[src/rtl/block_data_memory_if.sv]
// ============================================================================
//  Module   : block_data_memory_if
//  Purpose  : Block-transfer bus between the data cache and block data memory.
//  Revision : 1.0 - initial release
// ============================================================================
`default_nettype none

interface block_data_memory_if;
  logic        mem_read;
  logic        mem_write;
  logic [5:0]  mem_address;
  logic [31:0] mem_writedata;
  logic [31:0] mem_readdata;
  logic        mem_busywait;

  modport master (
    output mem_read,
    output mem_write,
    output mem_address,
    output mem_writedata,
    input  mem_readdata,
    input  mem_busywait
  );

  modport slave (
    input  mem_read,
    input  mem_write,
    input  mem_address,
    input  mem_writedata,
    output mem_readdata,
    output mem_busywait
  );
endinterface

`default_nettype wire

[src/rtl/block_data_memory.sv]
// ============================================================================
//  Module   : block_data_memory
//  Purpose  : 64 x 32-bit block memory answering cache block reads/writes
//             after a fixed LATENCY, stalling the initiator with busywait.
//  Revision : 1.0 - initial release
// ============================================================================
`default_nettype none

module block_data_memory #(
  parameter int LATENCY = 5
) (
  input  logic                       clock,
  input  logic                       reset,
  block_data_memory_if.slave         bus,
  output logic                       mem_error,
  output logic [15:0]                read_count,
  output logic [15:0]                write_count
);

  localparam logic [1:0] S_IDLE = 2'd0;
  localparam logic [1:0] S_BUSY = 2'd1;
  localparam logic [1:0] S_DONE = 2'd2;

  localparam logic [3:0] c_LOAD = 4'(LATENCY - 1);

  logic [1:0]  r_state;
  logic [1:0]  w_next_state;
  logic        w_req_one;
  logic        w_req_both;
  logic        w_accept;
  logic        w_complete;

  logic        r_op_write;
  logic [5:0]  r_addr;
  logic [31:0] r_wdata;
  logic [3:0]  r_count;
  logic [31:0] r_readdata;
  logic [31:0] r_mem [0:63];

  assign w_req_one  = bus.mem_read ^ bus.mem_write;
  assign w_req_both = bus.mem_read & bus.mem_write;

  // State register
  always_ff @(posedge clock or posedge reset) begin
    if (reset) begin
      r_state <= S_IDLE;
    end else begin
      r_state <= w_next_state;
    end
  end

  // Next-state logic
  always_comb begin
    w_next_state = r_state;
    case (r_state)
      S_IDLE:  if (w_req_one) w_next_state = S_BUSY;
      S_BUSY:  if (r_count == 4'd0) w_next_state = S_DONE;
      S_DONE:  w_next_state = S_IDLE;
      default: w_next_state = S_IDLE;
    endcase
  end

  // Output logic: busywait rises in the same cycle a single request appears
  always_comb begin
    bus.mem_busywait = 1'b0;
    w_accept         = 1'b0;
    w_complete       = 1'b0;
    case (r_state)
      S_IDLE: begin
        bus.mem_busywait = w_req_one;
        w_accept         = w_req_one;
      end
      S_BUSY: begin
        bus.mem_busywait = 1'b1;
        w_complete       = (r_count == 4'd0);
      end
      default: begin
        bus.mem_busywait = 1'b0;
      end
    endcase
  end

  assign bus.mem_readdata = r_readdata;

  // Datapath: request latch, latency counter, array, statistics
  always_ff @(posedge clock or posedge reset) begin
    if (reset) begin
      r_op_write  <= 1'b0;
      r_addr      <= 6'd0;
      r_wdata     <= 32'd0;
      r_count     <= 4'd0;
      r_readdata  <= 32'd0;
      mem_error   <= 1'b0;
      read_count  <= 16'd0;
      write_count <= 16'd0;
      for (int i = 0; i < 64; i++) begin
        r_mem[i] <= 32'd0;
      end
    end else begin
      if (w_accept) begin
        r_op_write <= bus.mem_write;
        r_addr     <= bus.mem_address;
        r_wdata    <= bus.mem_writedata;
        r_count    <= c_LOAD;
      end else if (r_state == S_BUSY && r_count != 4'd0) begin
        r_count <= r_count - 4'd1;
      end

      if (r_state == S_IDLE && w_req_both) begin
        mem_error <= 1'b1;
      end

      if (w_complete) begin
        if (r_op_write) begin
          r_mem[r_addr] <= r_wdata;
          if (write_count != 16'hFFFF) write_count <= write_count + 16'd1;
        end else begin
          r_readdata <= r_mem[r_addr];
          if (read_count != 16'hFFFF) read_count <= read_count + 16'd1;
        end
      end
    end
  end

endmodule

`default_nettype wire

[src/flat_wrapper.sv]
// flat-port wrapper written by rule: the top's interface ports become plain ports
module block_data_memory_flat 
#(
  parameter int LATENCY = 5
)
  (clock, reset, mem_error, read_count, write_count, bus_mem_read, bus_mem_write, bus_mem_address, bus_mem_writedata, bus_mem_readdata, bus_mem_busywait);
  block_data_memory_if bus_i ();
  input  logic clock;
  input  logic reset;
  output logic mem_error;
  output logic [15:0] read_count;
  output logic [15:0] write_count;
  input wire logic [$bits(bus_i.mem_read)-1:0] bus_mem_read;
  input wire logic [$bits(bus_i.mem_write)-1:0] bus_mem_write;
  input wire logic [$bits(bus_i.mem_address)-1:0] bus_mem_address;
  input wire logic [$bits(bus_i.mem_writedata)-1:0] bus_mem_writedata;
  output wire logic [$bits(bus_i.mem_readdata)-1:0] bus_mem_readdata;
  output wire logic [$bits(bus_i.mem_busywait)-1:0] bus_mem_busywait;
  assign bus_i.mem_read = bus_mem_read;
  assign bus_i.mem_write = bus_mem_write;
  assign bus_i.mem_address = bus_mem_address;
  assign bus_i.mem_writedata = bus_mem_writedata;
  assign bus_mem_readdata = bus_i.mem_readdata;
  assign bus_mem_busywait = bus_i.mem_busywait;
  block_data_memory #(.LATENCY(LATENCY)) u_core (.clock(clock), .reset(reset), .bus(bus_i), .mem_error(mem_error), .read_count(read_count), .write_count(write_count));
endmodule
[config.mk]
export PLATFORM = sky130hd
export DESIGN_NAME = block_data_memory_flat
export DESIGN_NICKNAME = d
export VERILOG_FILES = /design/src/rtl/block_data_memory_if.sv /design/src/rtl/block_data_memory.sv /design/src/flat_wrapper.sv
export SDC_FILE = /design/constraint.sdc
export NUM_CORES = 2
export LEC_CHECK = 0
export CORE_MARGIN = 5
export CORE_UTILIZATION = 28
export CTS_CLUSTER_DIAMETER = 120
export DETAILED_ROUTE_END_ITERATION = 8
export GPL_ROUTABILITY_DRIVEN = 0
export HOLD_SLACK_MARGIN = 0.03
export PLACE_DENSITY = 0.46
export SLEW_MARGIN = 40
export SYNTH_ARGS = -nofsm -noshare
export SYNTH_HDL_FRONTEND = slang
export SYNTH_SLANG_ARGS = --single-unit
[constraint.sdc]
create_clock -name clock -period 89.2 [get_ports clock]
set_input_delay 8.92 -clock clock [delete_from_list [all_inputs] [get_ports clock]]
set_output_delay 8.92 -clock clock [all_outputs]
set_load 0.03 [all_outputs]
==> results by group <==
Clock tree
  • Number of buffers added for setup after CTS: 0
  • Root Buffer Master: clkbuf_16
  • CTS H-tree lvls: 4
  • Maximum count of clock buffers along a single path: 4
  • Hold Buf Count CTS: 0
  • Clock transition at the register clock pins on the worst setup and hold paths after CTS: 60 ps
  • Clock buffers created by TritonCTS: 239
  • Number of instances resized during post-cts repair: 0
  • Worst-skew pair later-pin latency: 920 ps
  • TritonCTS clock tree: yes
  • CTS sink cnt: 2,158

Placement
  • Number of instances in the placed design: 11.2k
  • DP HPWL: around 210,000 um
  • Number of port buffers: roughly 110

Floorplan
  • Placeable Area: 350,000 um^2
  • Std-Cell Rows: 217
  • Die Area: 363,000 um^2
  • I/O pins: between 100 and 150
  • Initial standard-cell utilization of the core: 28.1%
  • Die width: 603 um
  • Height of the chip: 603 um

Yosys
  • Fraction of post-synthesis cell area in the top cell type by area: 54.9%
  • Synth Area in Compound Gates: 6.79%
  • Avg Cell Area, Syn: 14.2 um^2
  • Yosys reg bits: 2,158
  • Synth Area in Adders: 0.0509%
  • Library cell occupying the most area in the post-synthesis netlist: dfrtp_1
  • Number of warnings printed during yosys synthesis: 0
  • Number of instances in the synthesized netlist: 6,942
  • Ys flop type: dfrtp_1
  • Post-synthesis cell area: 98,300 um^2
  • Mapped Nets: around 7.0k
  • Largest family of logic cells by synthesized area: multiplexers
  • Post-synth EDFFs: 0
  • Post-synthesis mux area share: 31.3%
  • Register area share after synthesis: about 55%
  • Post-synthesis cell type count: 78
  • Share of flip-flops with an asynchronous set or reset: 100%
  • Dominant cells by area after synthesis: dfrtp_1 55%, mux2_2 18%, mux2_1 8.0%, mux4_2 4.1%, a221oi_1 1.8%
  • Synth Area in Simple Gates: 2.84%
  • Xor and xnor area share after synthesis: 0.276%

Power and ir drop
  • Total Power Consumption: between 3000 and 4000 uW
  • Areal power density over the cells: 27.1 nW/um^2
  • Leakage power: 0.0531 uW
  • Worst IR drop on VDD: between 0.000015 and 0.00002 V

Critical path
  • Critical Path Source Type: input pin
  • Critical-path maximum fanout: 4
  • Arrival time at the worst endpoint: 10,550 ps
  • Category of the most critical setup path: in2out
  • Worst path max stage delay: 690 ps
  • Endpoint class of the critical path: output pin
  • Slowest CP cell: clkdlybuf4s50_1
  • Cell family with the largest share of critical-path delay: buffers and inverters
  • CP cell instances: clkdlybuf4s50_1, ha_1, nor2_1, nor2_1, clkdlybuf4s50_1
  • Required time of the critical path: 80,280 ps
  • Number of buffers and inverters on the critical path: 2

Timing
  • Number of setup violations in the final report: 0
  • Transition time at the pin with the least slew margin: 905 ps
  • Tightest slew margin relative to the limit: 39.7%
  • Shortest period the worst path allows: slightly below 20,000 ps
  • Final max-slew violation count: 0
  • RSZ-0062 raised after global routing: no
  • Sum of negative setup slack: 0 ps
  • Maximum clock rate: 51.4 MHz
  • Final critical-path share of the clock period: 21.8%
  • Maximum clock skew at final layout: around 61 ps
  • Endpoints failing hold: 0

Finish
  • Finished Layout Cells: 11.6k
  • Area growth from synthesis to layout: 14.2%
  • Post-route core utilization: between 30% and 40%
  • Fraction of layout cells with a size suffix above 1: 35.6%
  • Nets@finish: 6,868

GRT
  • Maximum number of pins on one net before global-route repair: around 100
  • Initial antenna violation count: 12
  • Final global-route overflow total: 0
  • Global Route Usage Sum: 18.9%
  • First-pass GRT wire length: 506,000 um
  • Vias in the first global route: about 66k

Detailed routing
  • Post-route DRC: 0
  • Detailed-router iteration count before antenna repair: 5
  • Routed wirelength normalized by instance count: 30.2 um
  • Count of nets left with antenna violations after detail routing: 0
  • Per-cell via count in the routed design: 5.28
  • Total number of vias: 61.4k
  • Total length of routed wires: 351,000 um
  • Iteration-0 DRC count of the detailed router: 4,326

Outcome
  • Run status: finished clean

Run
  • Maximum Capacitance Violations: 0

Worst hold path
  • Type of the most critical hold path: reg2reg
[state kept, by name, indices dropped and copies added (netlist names)]
signal and count:
u_core.r_count 4, u_core.bus.mem_readdata 32, u_core.mem_error 1, u_core.read_count 16, u_core.r_state 2, u_core.r_addr 6
u_core.r_wdata 32, u_core.r_op_write 1, u_core.r_mem 2048, u_core.write_count 16
[stage by stage]
stage          hold WS (ps)  worst slack [ps]  instance area [um^2]
3_3_place_gp            444             69710                104000
4_1_cts                 480             69720                112000
6_report                473             69730                112000
5_1_grt                 493             69650                112000
2_1_floorplan           450             19310                 98300
3_5_place_dp            454             69710                104000
[area by class of cell]
cell class	instances	area, um^2
clock inverters	58	485
repair buffers	356	3580
diodes	18	45.0
well taps	4599	5750
multi-input cells	4057	41000
flip-flops and latches	2158	54100
inverters	10	57.6
clock buffers	372	7290
fillers	34400	237000
[cells by family (layout without fill, tap and decap cells)]
logic type,Yosys count,after routing
AO/OA/AOI/OAI,908,908
XOR/XNOR,31,31
adder cells (fa/ha/maj),4,4
buffers and inverters,727,796
flip-flops,2158,2158
multiplexers,2569,2569
other,0,18
AND/OR/NAND/NOR,545,545
[power by group]
| group | internal [uW] | switching (uW) | total (uW) |
|---|---|---|---|
| Sequential | 1040 | 62.6 | 1110 |
| Combinational | 238 | 701 | 938 |
| Clock | 575 | 418 | 992 |
[final timing paths]
path / start / to / slack [ps] / cells after the start
worst min-delay path: u_core.mem_error / u_core.mem_error / 470 / 1
min in group asynchronous: reset / u_core.r_mem[45] / 8520 / 2
worst max register to register: u_core.r_addr[0] / u_core.bus.mem_readdata[20] / 83720 / 8
max in group asynchronous: reset / u_core.r_mem[857] / 76210 / 9
worst min register to register: u_core.mem_error / u_core.mem_error / 470 / 1
worst max-delay path: bus_mem_write / bus_mem_busywait / 69730 / 5
[synthesized netlist by cell type (6+ instances only)]
cell type and instances:
nand2_1 210, nor2_2 10, mux2_1 700, buf_1 34
o21ai_0 122, a222oi_1 7, a221o_1 57, inv_1 7
nor2_1 163, xnor2_1 23, a21oi_1 134, buf_6 75
a221oi_1 199, nor2b_1 8, nor2_8 15, mux2_2 1540
buf_4 41, a31oi_1 12, xor2_1 8, o22ai_1 70
buf_2 222, a211oi_1 6, nand3_1 44, a41oi_1 7
a22oi_1 162, a32oi_1 7, nor3_1 15, o221ai_1 16
a22o_1 29, nor2_4 10, o211ai_1 9, o32a_1 19
dfrtp_1 2158, and3_1 16, o2bb2ai_1 17, clkbuf_1 342
mux2i_1 149, nand4_1 12, mux4_2 180
[cell usage in the layout, fill, tap and decap left out, types with 77 or more instances in the layout]
cell,instances
clkbuf_16,242
a21oi_1,132
nor2_1,126
mux2_1,700
mux2_2,1540
clkdlybuf4s50_1,107
buf_4,170
clkbuf_8,77
nand2_1,207
mux2i_1,149
a22oi_1,162
o21ai_0,117
mux4_2,180
dfrtp_1,2123
a221oi_1,198
[per-layer routing]
metal / GRT usage (%) / part of all wire [%] / vias up
li1: - / - / 25500
met5: 0 / 0.0043 / -
met2: 32.2 / 49 / 1445
met3: 2.67 / 4.2 / 467
met4: 5.27 / 2.9 / 2
met1: 25.2 / 44 / 34000
No activity file was read; power rests on OpenSTA's default activity.
